===== src/rtl/panel_display_scanner.sv =====
// rtl/panel_display_scanner.sv - multiplexed seven-segment scanner with frame-synchronous shadow loading
//
// Purpose:
//   Drives NUM_DIGITS multiplexed seven-segment digits in turn. Each digit is
//   lit for REFRESH_DIV clocks. A load goes into shadow registers first. The
//   display registers take the shadow only at the frame boundary, so a frame
//   never mixes old and new data.
//
// Ports:
//   clock      - sole clock; all state changes on the rising edge
//   reset      - asynchronous active-high reset
//   load       - one-cycle strobe that captures value, octal_mode and dp_mask
//   value      - number to display; digit 0 is least significant
//   octal_mode - 1: 3 bits per digit, 0: 4 bits per digit (hex)
//   dp_mask    - bit i = 1 lights the decimal point of digit i
//   pending    - shadow data is waiting for the next frame boundary
//   frame_tick - one-cycle pulse in the cycle where the digit index is back at 0
//   an         - anode enables, active-low
//   seg        - segments g..a in bits 6..0, active-low
//   dp         - decimal point, active-low
//
// Build option:
//   PANEL_LZ_BLANK_EN - when defined, digits above the highest nonzero digit
//                       are blanked; digit 0 is always shown.

module panel_display_scanner #(
  parameter int NUM_DIGITS  = 8,
  parameter int REFRESH_DIV = 100000,
  parameter int VALUE_W     = 4 * NUM_DIGITS
) (
  input  logic                  clock,
  input  logic                  reset,
  input  logic                  load,
  input  logic [VALUE_W-1:0]    value,
  input  logic                  octal_mode,
  input  logic [NUM_DIGITS-1:0] dp_mask,
  output logic                  pending,
  output logic                  frame_tick,
  output logic [NUM_DIGITS-1:0] an,
  output logic [6:0]            seg,
  output logic                  dp
);

  localparam int IDX_W   = (NUM_DIGITS > 1) ? $clog2(NUM_DIGITS) : 1;
  localparam int PRESC_W = (REFRESH_DIV > 1) ? $clog2(REFRESH_DIV) : 1;
  localparam int NIB_W   = 4 * NUM_DIGITS;
  localparam logic [PRESC_W-1:0] PRESC_LAST = PRESC_W'(REFRESH_DIV - 1);
  localparam logic [IDX_W-1:0]   IDX_LAST   = IDX_W'(NUM_DIGITS - 1);

  logic [PRESC_W-1:0]    presc_q,      presc_d;
  logic [IDX_W-1:0]      idx_q,        idx_d;
  logic                  frame_tick_q, frame_tick_d;
  logic                  pending_q,    pending_d;
  logic [VALUE_W-1:0]    shadow_val_q, shadow_val_d;
  logic                  shadow_oct_q, shadow_oct_d;
  logic [NUM_DIGITS-1:0] shadow_dp_q,  shadow_dp_d;
  logic [VALUE_W-1:0]    disp_val_q,   disp_val_d;
  logic                  disp_oct_q,   disp_oct_d;
  logic [NUM_DIGITS-1:0] disp_dp_q,    disp_dp_d;
  logic [NUM_DIGITS-1:0] an_q,         an_d;
  logic [6:0]            seg_q,        seg_d;
  logic                  dp_q,         dp_d;

  logic                  presc_tc;
  logic                  wrap;
  logic [NIB_W-1:0]      disp_ext;
  logic [3:0]            digit_nib [NUM_DIGITS];
  logic [3:0]            cur_nib;
  logic                  cur_dp;
  logic                  cur_blank;

  function automatic logic [6:0] seg7(input logic [3:0] n);
    case (n)
      4'h0: seg7 = 7'b1000000;
      4'h1: seg7 = 7'b1111001;
      4'h2: seg7 = 7'b0100100;
      4'h3: seg7 = 7'b0110000;
      4'h4: seg7 = 7'b0011001;
      4'h5: seg7 = 7'b0010010;
      4'h6: seg7 = 7'b0000010;
      4'h7: seg7 = 7'b1111000;
      4'h8: seg7 = 7'b0000000;
      4'h9: seg7 = 7'b0010000;
      4'hA: seg7 = 7'b0001000;
      4'hB: seg7 = 7'b0000011;
      4'hC: seg7 = 7'b1000110;
      4'hD: seg7 = 7'b0100001;
      4'hE: seg7 = 7'b0000110;
      default: seg7 = 7'b0001110;
    endcase
  endfunction

  // Digit slices index into a value padded to a full hex width so that
  // digits beyond VALUE_W read as zero.
  generate
    if (VALUE_W >= NIB_W) begin : g_ext_trunc
      assign disp_ext = disp_val_q[NIB_W-1:0];
    end else begin : g_ext_pad
      assign disp_ext = {{(NIB_W - VALUE_W){1'b0}}, disp_val_q};
    end
  endgenerate

  always_comb begin
    for (int i = 0; i < NUM_DIGITS; i++) begin
      digit_nib[i] = disp_oct_q ? {1'b0, disp_ext[3*i +: 3]} : disp_ext[4*i +: 4];
    end
  end

  always_comb begin
    cur_nib = 4'd0;
    cur_dp  = 1'b0;
    for (int i = 0; i < NUM_DIGITS; i++) begin
      if (idx_q == IDX_W'(i)) begin
        cur_nib = digit_nib[i];
        cur_dp  = disp_dp_q[i];
      end
    end
  end

`ifdef PANEL_LZ_BLANK_EN
  logic [NUM_DIGITS-1:0] keep;
  logic                  seen_nz;

  // Scan from the top digit down; once a nonzero digit is seen every lower
  // digit is kept.
  always_comb begin
    seen_nz = 1'b0;
    keep    = '0;
    for (int i = NUM_DIGITS - 1; i >= 0; i--) begin
      seen_nz = seen_nz | (digit_nib[i] != 4'd0);
      keep[i] = seen_nz | (i == 0);
    end
  end

  always_comb begin
    cur_blank = 1'b0;
    for (int i = 0; i < NUM_DIGITS; i++) begin
      if (idx_q == IDX_W'(i)) begin
        cur_blank = ~keep[i];
      end
    end
  end
`else
  assign cur_blank = 1'b0;
`endif

  always_comb begin
    presc_tc     = (presc_q == PRESC_LAST);
    wrap         = presc_tc && (idx_q == IDX_LAST);
    presc_d      = presc_tc ? '0 : presc_q + 1'b1;
    idx_d        = idx_q;
    if (presc_tc) begin
      idx_d = (idx_q == IDX_LAST) ? '0 : idx_q + 1'b1;
    end
    frame_tick_d = wrap;

    // Older shadow is committed at the boundary before a coincident load
    // overwrites the shadow, so the new data waits one more frame.
    disp_val_d   = disp_val_q;
    disp_oct_d   = disp_oct_q;
    disp_dp_d    = disp_dp_q;
    pending_d    = pending_q;
    if (wrap && pending_q) begin
      disp_val_d = shadow_val_q;
      disp_oct_d = shadow_oct_q;
      disp_dp_d  = shadow_dp_q;
      pending_d  = 1'b0;
    end

    shadow_val_d = shadow_val_q;
    shadow_oct_d = shadow_oct_q;
    shadow_dp_d  = shadow_dp_q;
    if (load) begin
      shadow_val_d = value;
      shadow_oct_d = octal_mode;
      shadow_dp_d  = dp_mask;
      pending_d    = 1'b1;
    end

    an_d  = ~(NUM_DIGITS'(1) << idx_q);
    seg_d = seg7(cur_nib);
    dp_d  = ~cur_dp;
    if (cur_blank) begin
      an_d  = '1;
      seg_d = 7'b1111111;
      dp_d  = 1'b1;
    end
  end

  always_ff @(posedge clock or posedge reset) begin
    if (reset) begin
      presc_q      <= '0;
      idx_q        <= '0;
      frame_tick_q <= 1'b0;
      pending_q    <= 1'b0;
      shadow_val_q <= '0;
      shadow_oct_q <= 1'b0;
      shadow_dp_q  <= '0;
      disp_val_q   <= '0;
      disp_oct_q   <= 1'b0;
      disp_dp_q    <= '0;
      an_q         <= '1;
      seg_q        <= 7'b1111111;
      dp_q         <= 1'b1;
    end else begin
      presc_q      <= presc_d;
      idx_q        <= idx_d;
      frame_tick_q <= frame_tick_d;
      pending_q    <= pending_d;
      shadow_val_q <= shadow_val_d;
      shadow_oct_q <= shadow_oct_d;
      shadow_dp_q  <= shadow_dp_d;
      disp_val_q   <= disp_val_d;
      disp_oct_q   <= disp_oct_d;
      disp_dp_q    <= disp_dp_d;
      an_q         <= an_d;
      seg_q        <= seg_d;
      dp_q         <= dp_d;
    end
  end

  assign pending    = pending_q;
  assign frame_tick = frame_tick_q;
  assign an         = an_q;
  assign seg        = seg_q;
  assign dp         = dp_q;

endmodule


===== config.mk =====
export PLATFORM = sky130hd
export DESIGN_NAME = panel_display_scanner
export DESIGN_NICKNAME = d
export VERILOG_FILES = /design/src/rtl/panel_display_scanner.sv
export SDC_FILE = /design/constraint.sdc
export NUM_CORES = 1
export LEC_CHECK = 0
export ABC_AREA = 0
export BUFFER_PORTS_ARGS = -buffer_cell sky130_fd_sc_hd__buf_2
export CAP_MARGIN = 20
export CORE_MARGIN = 2
export CORE_UTILIZATION = 35
export CTS_CLUSTER_DIAMETER = 120
export DETAILED_ROUTE_END_ITERATION = 6
export GPL_TIMING_DRIVEN = 0
export PLACE_DENSITY_LB_ADDON = 0.3
export SLEW_MARGIN = 20
export SYNTH_ARGS = -nofsm -noshare
export SYNTH_HDL_FRONTEND = slang
export SYNTH_SLANG_ARGS = --single-unit

===== constraint.sdc =====
create_clock -name clock -period 3.3 [get_ports clock]
set_clock_uncertainty 0.05 [all_clocks]
set_input_delay 0.165 -clock clock [delete_from_list [all_inputs] [get_ports clock]]
set_output_delay 0.165 -clock clock [all_outputs]
set_load 0.02 [all_outputs]

==> key figures, run 1 <==
Setup path
  • Critical path peak fanout: 10
  • CP max stage delay: 350 ps
  • Crit path buf inv count: 3
  • Crit. End Element: register
  • Worst-path cell chain: clkbuf_1 > inv_1 > ha_1 > a21bo_2 > o221ai_1 > a21oi_1 > o21a_1 > inv_1 > ha_1 > mux2_2 > a22o_1
  • CP delay by family, top: compound AO/OA/AOI/OAI gates
  • Worst EP required: 3590 ps
  • CP arrival: 3280 ps
  • Worst setup path category: reg -> reg
  • Worst path slowest cell: dfrtp_1
  • CP Launch Type: register

Job
  • Max_cap viols: 0

Synthesis
  • Synth Cell Area: 5600 um^2
  • Post-synth net total: 463
  • Post-synthesis sequential area ratio: 0.540
  • Cell count after synthesis: 406
  • Synthesis Warnings: 0
  • Cell variety after synth: 51
  • Yosys top cell by area: dfrtp_1
  • Mapped Avg Cell Area: 13.8 um^2
  • FF+latch count, synth: 120
  • Yosys top cell area share: 0.465
  • Synth area leaders: dfrtp_1 47%, mux2_4 11%, mux2_2 10%

Drt
  • Via count: 3496
  • Routed len/inst: 15.1 um
  • First-pass DRT Iterations: 4
  • Routed Antenna Nets: 0
  • Detailed Route WL: 11500 um
  • DRC Markers: 0
  • Number of DRC markers in iteration 0: 94
  • Via-to-Cell Ratio: 4.61

Pwr
  • Lkg Pwr: 3.40 nW
  • Power Dens Cells: 483 nW/um^2
  • Worst vdd ir: 0.000334 V
  • PnR Total Power: 3.49 mW

Placed design
  • Pre-CTS setup slack: 315 ps
  • Port bufs: 60
  • Dpl hpwl: 8010 um
  • Routability Congestion: 0.769

STA
  • Hold Vio Cnt, Final: 0
  • Slew @ Worst Pin: 751 ps
  • Period utilisation layout: 0.904
  • Fmax: 335 MHz
  • Setup TNS: 0 ps
  • Crit path time final: 2980 ps
  • Worst Slack Setup Final: 316 ps
  • Max_slew headroom: 0.498
  • Slew Viols, Final: 0
  • Final setup vio count: 0
  • RSZ-0062 raised after global routing: no

Clock network
  • Worst-path clk slew: 60 ps
  • Worst-Skew Late Latency: 420 ps
  • CTS tree: done
  • Clock root buffer: clkbuf_16
  • # clock sinks: 120
  • H-Tree Depth: 4
  • Total CTS buffers: 17
  • Clock Tree Buf Depth: 2

Cells and area
  • FILL cells: 1462
  • Most frequent cells in the layout: 104 x dfrtp_1, 64 x buf_2, 51 x mux2_2, 42 x dlygate4sd3_1, 40 x mux2_4
  • Share of cells above drive strength 1: 0.405
  • Final Util: 0.458
  • # diodes: 0
  • Layout area overhead: 29.0%
  • Nets: 587
  • Commonest non-fill, non-tap cell in the layout: dfrtp_1

Global route
  • Pin count of the biggest net entering global routing: 34
  • Vias in the first global route: 3663
  • First-pass GRT wire length: 19000 um
  • Gr usage total: 0.148
  • Total grt overflow: 0
  • Initial antenna violation count: 0

Hold path
  • Worst min path class: in -> reg

Die
  • # IOs: 62
  • Die Wd: 130 um
  • Core area: 15800 um^2
  • Die area: 17000 um^2
  • Initial Utilization: 0.355
  • Die H: 130 um
  • Rows: 46

Status
  • Outcome: complete, no violations
## sequential cells by signal, indices dropped and copies added, names as in the netlist, 3 cells and up
register,flops
disp_dp_q,8
seg,7
an,8
disp_ext,32
idx_q,3
presc_q,17
shadow_val_q,32
shadow_dp_q,8
## power by group
part | switching (mW) | leakage (nW) | internal, mW
Combinational | 0.0659 | 1.63 | 0.104
Sequential | 0.0299 | 1.51 | 1.52
Clock | 0.715 | 0.268 | 1.05
Total | 0.811 | 3.40 | 2.68
## worst register-to-register path, delay by kind of cell (launching register included)
| family | cells | cell delay [ps] |
|---|---|---|
| AOI/OAI and AO/OA | 5 | 1030 |
| buffers and inverters | 3 | 660 |
| adders and majority gates | 2 | 550 |
| muxes | 1 | 270 |
| DFF | 1 | 350 |
## layer usage
layer / global-route usage / vias up / share of wire
met1: 0.193 / 1733 / 0.48
li1: - / 1694 / -
met5: 0 / - / 0
met4: 0.0532 / 0 / 0.017
met2: 0.232 / 55 / 0.47
met3: 0.0472 / 14 / 0.035
## stage by stage
step                      instance area (um^2)  instances  hold slack [ps]
after global placement                    6170        682              347
after floorplan                           5600        406              267
after global routing                      7220        759              189
final                                     7220        759              190
after CTS                                 7220        759              171
after detailed placement                  6230        685              281
## cell type report
type,instances,area [um^2],share of cell area
plain buffers,19,153,0.0211
repair buffers,105,781,0.108
flip-flops and latches,120,3020,0.419
multi-input cells,255,2370,0.329
well taps,216,270,0.0374
clock buffers,18,429,0.0594
clock inverters,14,140,0.0194
inverters,12,51.3,0.00711
## cells in the mapped netlist (all sizes together)
cell,n
and2,1
xnor2,6
a22o,3
ha,13
a211oi,1
clkbuf,9
or4b,1
nor3,2
and3,3
a21bo,1
inv,11
a32oi,1
a2bb2oi,1
and3b,2
nor2,13
dfrtp,104
or3,2
a211o,3
mux2,91
o21ai,14
o21a,1
xor2,8
dfstp,16
a21boi,1
nand4,2
a21oi,13
nand2b,2
o221ai,3
o221a,2
and4,3
mux2i,19
clkinv,1
nor2b,4
nand3,9
nand2,19
o31ai,1
buf,10
a21o,1
nor4b,1
or2,1
a221o,3
nor3b,1
nand3b,2
a31oi,1
## what timing repair did
action | 4_1_cts | 5_1_grt
hold buffers | 42 | 0
setup buffers | 0 | 0
endpoints found under the hold margin | 65 | 0
gates resized for setup | 0 | 0
## path summary, 6_finish.rpt
kind / start / depth (start not counted) / endpoint / slack [ps]
worst max-delay path: idx_q[2] / 11 / seg[6] / 320
worst min-delay path: load / 2 / shadow_val_q[29] / 190
worst max register to register: idx_q[2] / 11 / seg[6] / 320
max in group asynchronous: reset / 4 / an[2] / 2160
worst min register to register: disp_dp_q[7] / 1 / dp / 390
min in group asynchronous: reset / 3 / shadow_dp_q[6] / 370
## cells by family (layout without fill, tap and decap cells)
logic type	after synthesis	in the layout	synth area share
adder cells (fa/ha/maj)	13	13	0.0291
XOR/XNOR	14	14	0.0219
AO/OA/AOI/OAI	50	50	0.0615
buffers and inverters	31	168	0.0358
multiplexers	110	110	0.244
AND/OR/NAND/NOR	68	68	0.0675
flip-flops	120	120	0.540
Note: power is estimated with default switching activity, not from simulation.
==> inputs of run 2 (changes only) <==
--- a/config.mk
+++ b/config.mk
@@ -9,7 +9,7 @@
 export BUFFER_PORTS_ARGS = -buffer_cell sky130_fd_sc_hd__buf_2
 export CAP_MARGIN = 20
 export CORE_MARGIN = 2
-export CORE_UTILIZATION = 35
+export CORE_UTILIZATION = 25
 export CTS_CLUSTER_DIAMETER = 120
 export DETAILED_ROUTE_END_ITERATION = 6
 export GPL_TIMING_DRIVEN = 0
==> run 2 against run 1 <==
Against the previous run:
- critical path depth is 1 higher
- setup slack better by 27 ps
- combinational power hardly changed
- first-iteration DRC count is 79% higher
- critical endpoint is now seg[0]
==> key figures, run 2 (same netlist as run 1, synthesis figures left out) <==
Status
  • Outcome: complete, no violations

STA
  • Max_slew headroom: 0.488 (-0.00989)
  • Slew Viols, Final: 0 (unchanged)
  • Fmax: 338 MHz (+0.92%)
  • Slew @ Worst Pin: 766 ps (+14.8 ps)
  • Final setup vio count: 0 (unchanged)
  • RSZ-0062 raised after global routing: no
  • Setup TNS: 0 ps (unchanged)
  • Period utilisation layout: 0.896 (-0.00826)
  • Hold Vio Cnt, Final: 0 (unchanged)
  • Crit path time final: 2960 ps (-27.3 ps)

Setup path
  • CP arrival: 3260 ps (-20 ps)
  • Worst setup path category: reg -> reg
  • Crit. End Element: register
  • Critical path peak fanout: 10 (unchanged)
  • Worst EP required: 3600 ps (about the same)
  • Worst-path cell chain: inv_1 > ha_1 > clkbuf_1 > nand2_1 > o21ai_0 > o21ai_0 > o21a_1 > inv_1 > ha_1 > inv_1 > nor3b_1 > a211o_1
  • Reg2Reg Setup Slack: 340 ps (+30 ps)
  • CP Launch Type: register
  • Worst path slowest cell: clkbuf_1
  • CP max stage delay: 410 ps (+60 ps)
  • CP dominant cell by count: inv_1

Global route
  • First-pass GRT wire length: 20300 um (+6.7%)
  • Routing usage on met2: 0.169 (-0.0632)
  • Top Usage Layer GRT: met2
  • GRT met1 Usage: 0.147 (-0.0467)
  • Initial antenna violation count: 0 (unchanged)
  • Vias in the first global route: 3782 (+3.2%)
  • Gr usage total: 0.109 (-0.0384)
  • Total grt overflow: 0 (unchanged)
  • GR Util met3: 0.0338 (-0.0134)
  • Pin count of the biggest net entering global routing: 36 (+5.9%)

Pwr
  • Pint: 2.68 mW (+0.22%)
  • PnR Total Power: 3.47 mW (-0.56%)
  • Seq pwr share: 0.448 (+0.003)
  • Lkg Pwr: 3.40 nW (about the same)
  • Clock power frac: 0.502 (-0.004)
  • Worst vdd ir: 0.000304 V (-9.0%)
  • Combinational share of power: 0.049 (about the same)
  • Switch Pwr: 786 uW (-3.1%)
  • Switching part of the total: 0.227 (-0.00597)
  • Power Dens Cells: 476 nW/um^2 (-1.6%)

Die
  • # IOs: 62 (unchanged)
  • Initial Utilization: 0.256 (-0.0992)
  • Die area: 23600 um^2 (+39%)
  • Die H: 154 um (+18%)
  • Rows: 54 (+17%)
  • Core area: 21900 um^2 (+39%)
  • Die Wd: 154 um (+18%)

Clock network
  • # clock sinks: 120 (unchanged)
  • Worst-Skew Late Latency: 410 ps (about the same)
  • Clock Tree Buf Depth: 2 (unchanged)
  • Clock root buffer: clkbuf_16
  • Worst-path clk slew: 60 ps (about the same)
  • H-Tree Depth: 4 (unchanged)
  • Total CTS buffers: 17 (unchanged)
  • CTS tree: done

Drt
  • Routed Antenna Nets: 0 (unchanged)
  • Detailed Route WL: 12100 um (+5.8%)
  • Via-to-Cell Ratio: 4.28 (-7.0%)
  • Number of DRC markers in iteration 0: 168 (+79%)
  • First-pass DRT Iterations: 4 (unchanged)
  • Via count: 3525 (+0.83%)
  • DRC Markers: 0 (unchanged)
  • Routed len/inst: 14.7 um (-2.4%)

Cells and area
  • Most frequent cells in the layout: 104 x dfrtp_1, 64 x buf_2, 51 x mux2_2, 42 x dlygate4sd3_1, 40 x mux2_4
  • Nets: 587 (unchanged)
  • Final non-filler cell total: 823 (+8.4%)
  • Share of cells above drive strength 1: 0.407 (+0.00184)
  • # diodes: 0 (unchanged)
  • Final instance area: 7300 um^2 (+1.1%)
  • Commonest non-fill, non-tap cell in the layout: dfrtp_1
  • Final Util: 0.333 (-0.124)
  • FILL cells: 2210 (+51%)
  • Layout area overhead: 30.4%

Placed design
  • Routability Congestion: 0.756 (-1.7%)
  • Placed cell area: 6310 um^2 (+1.3%)
  • Dpl hpwl: 8840 um (+10%)
  • Port bufs: 60 (unchanged)
  • DP Cell Count: 749 (+9.3%)

Job
  • Max_cap viols: 0 (unchanged)

Hold path
  • Worst min path class: in -> reg
-- run 2: cell count changes in the layout (fill, tap and decap cells not counted) --
| cell | delta |
|---|---|
| inv_6 | -4 |
| clkbuf_1 | -1 |
| clkbuf_8 | +1 |
| clkinv_2 | +3 |
| clkinvlp_4 | +1 |
-- run 2: power groups by stage --
stage	sequential, mW	clock [mW]	combinational [mW]
2_1_floorplan	1.57	0	0.0839
3_3_place_gp	1.58	0	0.124
3_5_place_dp	1.58	0	0.136
4_1_cts	1.56	1.80	0.175
5_1_grt	1.56	1.87	0.191
6_report	1.56	1.74	0.170
-- run 2: critical path, delay by kind of cell, from the launching register on --
family          cells  cell delay [ps]
buf+inv             4              740
compound gates      4              690
simple gates        2              540
fa+ha+maj           2              460
flops               1              400
-- run 2: worst paths after layout --
path,start,to,cells after the start
min,load,shadow_val_q[29],2
max,idx_q[0],seg[0],12
min reg2reg,disp_dp_q[7],dp,1
max reg2reg,idx_q[0],seg[0],12
max in group asynchronous,reset,seg[2],5
min in group asynchronous,reset,presc_q[2],3
-- run 2: routing by layer --
metal / routed length (um) / part of all wire
met1: 5950 / 0.49
met2: 5590 / 0.46
met3: 430 / 0.035
met4: 157 / 0.013
met5: 0 / 0
-- run 2: through the flow --
| step | setup WS [ps] | hold slack, ps |
|---|---|---|
| floorplan | 730 | 267 |
| global placement | 380 | 350 |
| detailed placement | 315 | 291 |
| CTS | 303 | 215 |
| global route | 47.0 | 240 |
| finish | 343 | 249 |
-- run 2: repair_timing --
| item | 4_1_cts | 5_1_grt |
|---|---|---|
| gates resized for setup | 0 | 0 |
| setup buffers | 0 | 0 |
| endpoints found under the setup margin | 0 | 0 |
| hold buffers | 42 | 0 |
| hold endpoints to repair | 68 | 0 |
-- run 2: layout make-up --
class                           instances  area, um^2  area share
Multi-Input combinational cell        255        2370       0.325
Timing Repair Buffer                  105         781       0.107
Buffer                                 19         153      0.0209
Clock inverter                         14         128      0.0175
Tap cell                              280         350      0.0480
Clock buffer                           18         439      0.0602
Sequential cell                       120        3020       0.414
Inverter                               12        51.3     0.00703
==> inputs of run 3 (changes only) <==
==> constraint.sdc (replaced) <==
create_clock -name clock -period 3.3 [get_ports clock]
set_clock_uncertainty 0.05 [all_clocks]
set_input_delay 0.66 -clock clock [delete_from_list [all_inputs] [get_ports clock]]
set_output_delay 0.66 -clock clock [all_outputs]
set_load 0.02 [all_outputs]
==> run 3 against run 2 <==
Against the previous run:
- count of clock-buffer cells in the layout stayed put
- via count shrank 4.4%
- highest routed layer unchanged
- setup slack got worse by 4.3 ps
- non-clock buffer count shrank 42
- sequential share of layout area rose by 2.5 points
- design area fell by 5.8%
==> key figures, run 3 (same netlist as run 1, synthesis figures left out) <==
Clock network
  • Total CTS buffers: 17 (unchanged)
  • CTS tree: done
  • Worst-path clk slew: 60 ps (about the same)
  • Hold_buf cts: 0 (-100%)
  • # clock sinks: 120 (unchanged)
  • Cts repair resizes: 0 (unchanged)
  • H-Tree Depth: 4 (unchanged)
  • Clock root buffer: clkbuf_16
  • Clock Tree Buf Depth: 2 (unchanged)
  • Postcts setup bufs: 0 (unchanged)
  • Worst-Skew Late Latency: 410 ps (about the same)

Pwr
  • Switching part of the total: 0.227 (+0.000926)
  • Clock power frac: 0.508 (+0.006)
  • Seq pwr share: 0.453 (+0.005)
  • Power Dens Cells: 499 nW/um^2 (+5.0%)
  • Combinational share of power: 0.038 (-0.011)
  • Switch Pwr: 781 uW (-0.67%)
  • Worst vdd ir: 0.000303 V (-0.21%)
  • Pint: 2.65 mW (-1.2%)
  • Lkg Pwr: 3.23 nW (-5.2%)

Drt
  • Via count: 3371 (-4.4%)
  • Detailed Route WL: 11900 um (-1.6%)
  • DR WL met3: 494 um (+15%)
  • First-pass DRT Iterations: 4 (unchanged)
  • Met1 wire length: 5800 um (-2.5%)
  • DRC Markers: 0 (unchanged)
  • Routed len/inst: 15.3 um (+3.7%)
  • Highest routed layer: met4
  • Number of DRC markers in iteration 0: 168 (unchanged)
  • Wire length on met2: 5490 um (-1.8%)
  • Via-to-Cell Ratio: 4.32 (+0.77%)
  • Routed Antenna Nets: 0 (unchanged)

Hold path
  • Worst min path class: in -> async

Global route
  • Gr usage total: 0.108 (-0.000901)
  • Total grt overflow: 0 (unchanged)
  • Initial antenna violation count: 0 (unchanged)
  • Pin count of the biggest net entering global routing: 36 (unchanged)
  • Vias in the first global route: 3699 (-2.2%)
  • First-pass GRT wire length: 20000 um (-1.1%)

Cells and area
  • Nets: 545 (-7.2%)
  • Final non-filler cell total: 781 (-5.1%)
  • Share of cells above drive strength 1: 0.441 (+0.0341)
  • Final Util: 0.314 (-0.0192)
  • Commonest non-fill, non-tap cell in the layout: dfrtp_1
  • Most frequent cells in the layout: 104 x dfrtp_1, 64 x buf_2, 51 x mux2_2, 40 x mux2_4, 19 x mux2i_1
  • Layout area overhead: 22.9%
  • # diodes: 0 (unchanged)

Setup path
  • CP arrival: 3250 ps (about the same)
  • Worst setup path category: reg -> reg
  • Crit. End Element: register
  • Worst EP required: 3590 ps (about the same)
  • Critical path peak fanout: 10 (unchanged)
  • CP Launch Type: register

Die
  • # IOs: 62 (unchanged)
  • Core area: 21900 um^2 (unchanged)
  • Initial Utilization: 0.256 (unchanged)
  • Die Wd: 154 um (unchanged)
  • Die area: 23600 um^2 (unchanged)
  • Die H: 154 um (unchanged)
  • Rows: 54 (unchanged)

STA
  • Final setup vio count: 0 (unchanged)
  • WHS: 337 ps (+87.8 ps)
  • Fmax: 338 MHz (-0.14%)
  • Hold Vio Cnt, Final: 0 (unchanged)
  • Worst Slack Setup Final: 339 ps (-4.27 ps)
  • Setup TNS: 0 ps (unchanged)
  • RSZ-0062 raised after global routing: no
  • Crit path time final: 2960 ps (+4.27 ps)
  • Max_slew headroom: 0.485 (-0.00311)
  • Slew Viols, Final: 0 (unchanged)
  • Period utilisation layout: 0.897 (+0.00129)
  • Slew @ Worst Pin: 770 ps (+4.65 ps)

Placed design
  • Port bufs: 60 (unchanged)
  • DP Cell Count: 749 (unchanged)
  • Pre-CTS setup slack: 315 ps (unchanged)
  • Dpl hpwl: 8840 um (unchanged)
  • Routability Congestion: 0.756 (unchanged)

Status
  • Outcome: complete, no violations

Job
  • Max_cap viols: 0 (unchanged)
## run 3: per-layer routing
metal,GRT usage,up-vias
met5,0,-
met4,0.0354,0
met3,0.0372,13
met2,0.166,58
met1,0.144,1674
li1,-,1626
## run 3: worst paths after layout
check	start	end	slack [ps]	depth (start not counted)
worst max-delay path	idx_q[2]	seg[6]	340	11
worst min-delay path	reset	shadow_dp_q[3]	340	2
worst max register to register	idx_q[2]	seg[6]	340	11
worst min register to register	disp_dp_q[7]	dp	410	1
max in group asynchronous	reset	seg[2]	1980	4
min in group clock	disp_dp_q[7]	dp	410	1
## run 3: area by class of cell
type / count / area [um^2]
Fill cell: 2227 / 15000
Inverter: 12 / 51.3
Clock buffer: 18 / 439
Timing Repair Buffer: 63 / 360
Tap cell: 280 / 350
Buffer: 19 / 153
Sequential cell: 120 / 3020
Clock inverter: 14 / 128
Multi-Input combinational cell: 255 / 2370
## run 3: worst max-delay path, stage by stage (launching register included)
cell and delay, ps:
dfrtp_1 350, clkbuf_1 320, inv_1 210, ha_1 310, a21bo_2 240, o221ai_1 120
a21oi_1 150, o21a_1 310, inv_1 130, ha_1 230, mux2_2 260, a22o_1 180
## run 3: power by group through the flow
stage | Sequential [mW] | Combinational, mW | Clock (mW)
finish | 1.56 | 0.132 | 1.74
global route | 1.56 | 0.149 | 1.87
CTS | 1.56 | 0.137 | 1.80
detailed placement | 1.58 | 0.136 | 0
global placement | 1.58 | 0.124 | 0
floorplan | 1.57 | 0.0839 | 0
## run 3: stage by stage
step / cell area (um^2) / power (mW)
6_report: 6880 / 3.43
5_1_grt: 6880 / 3.59
4_1_cts: 6880 / 3.49
3_5_place_dp: 6310 / 1.72
3_3_place_gp: 6250 / 1.71
2_1_floorplan: 5600 / 1.65
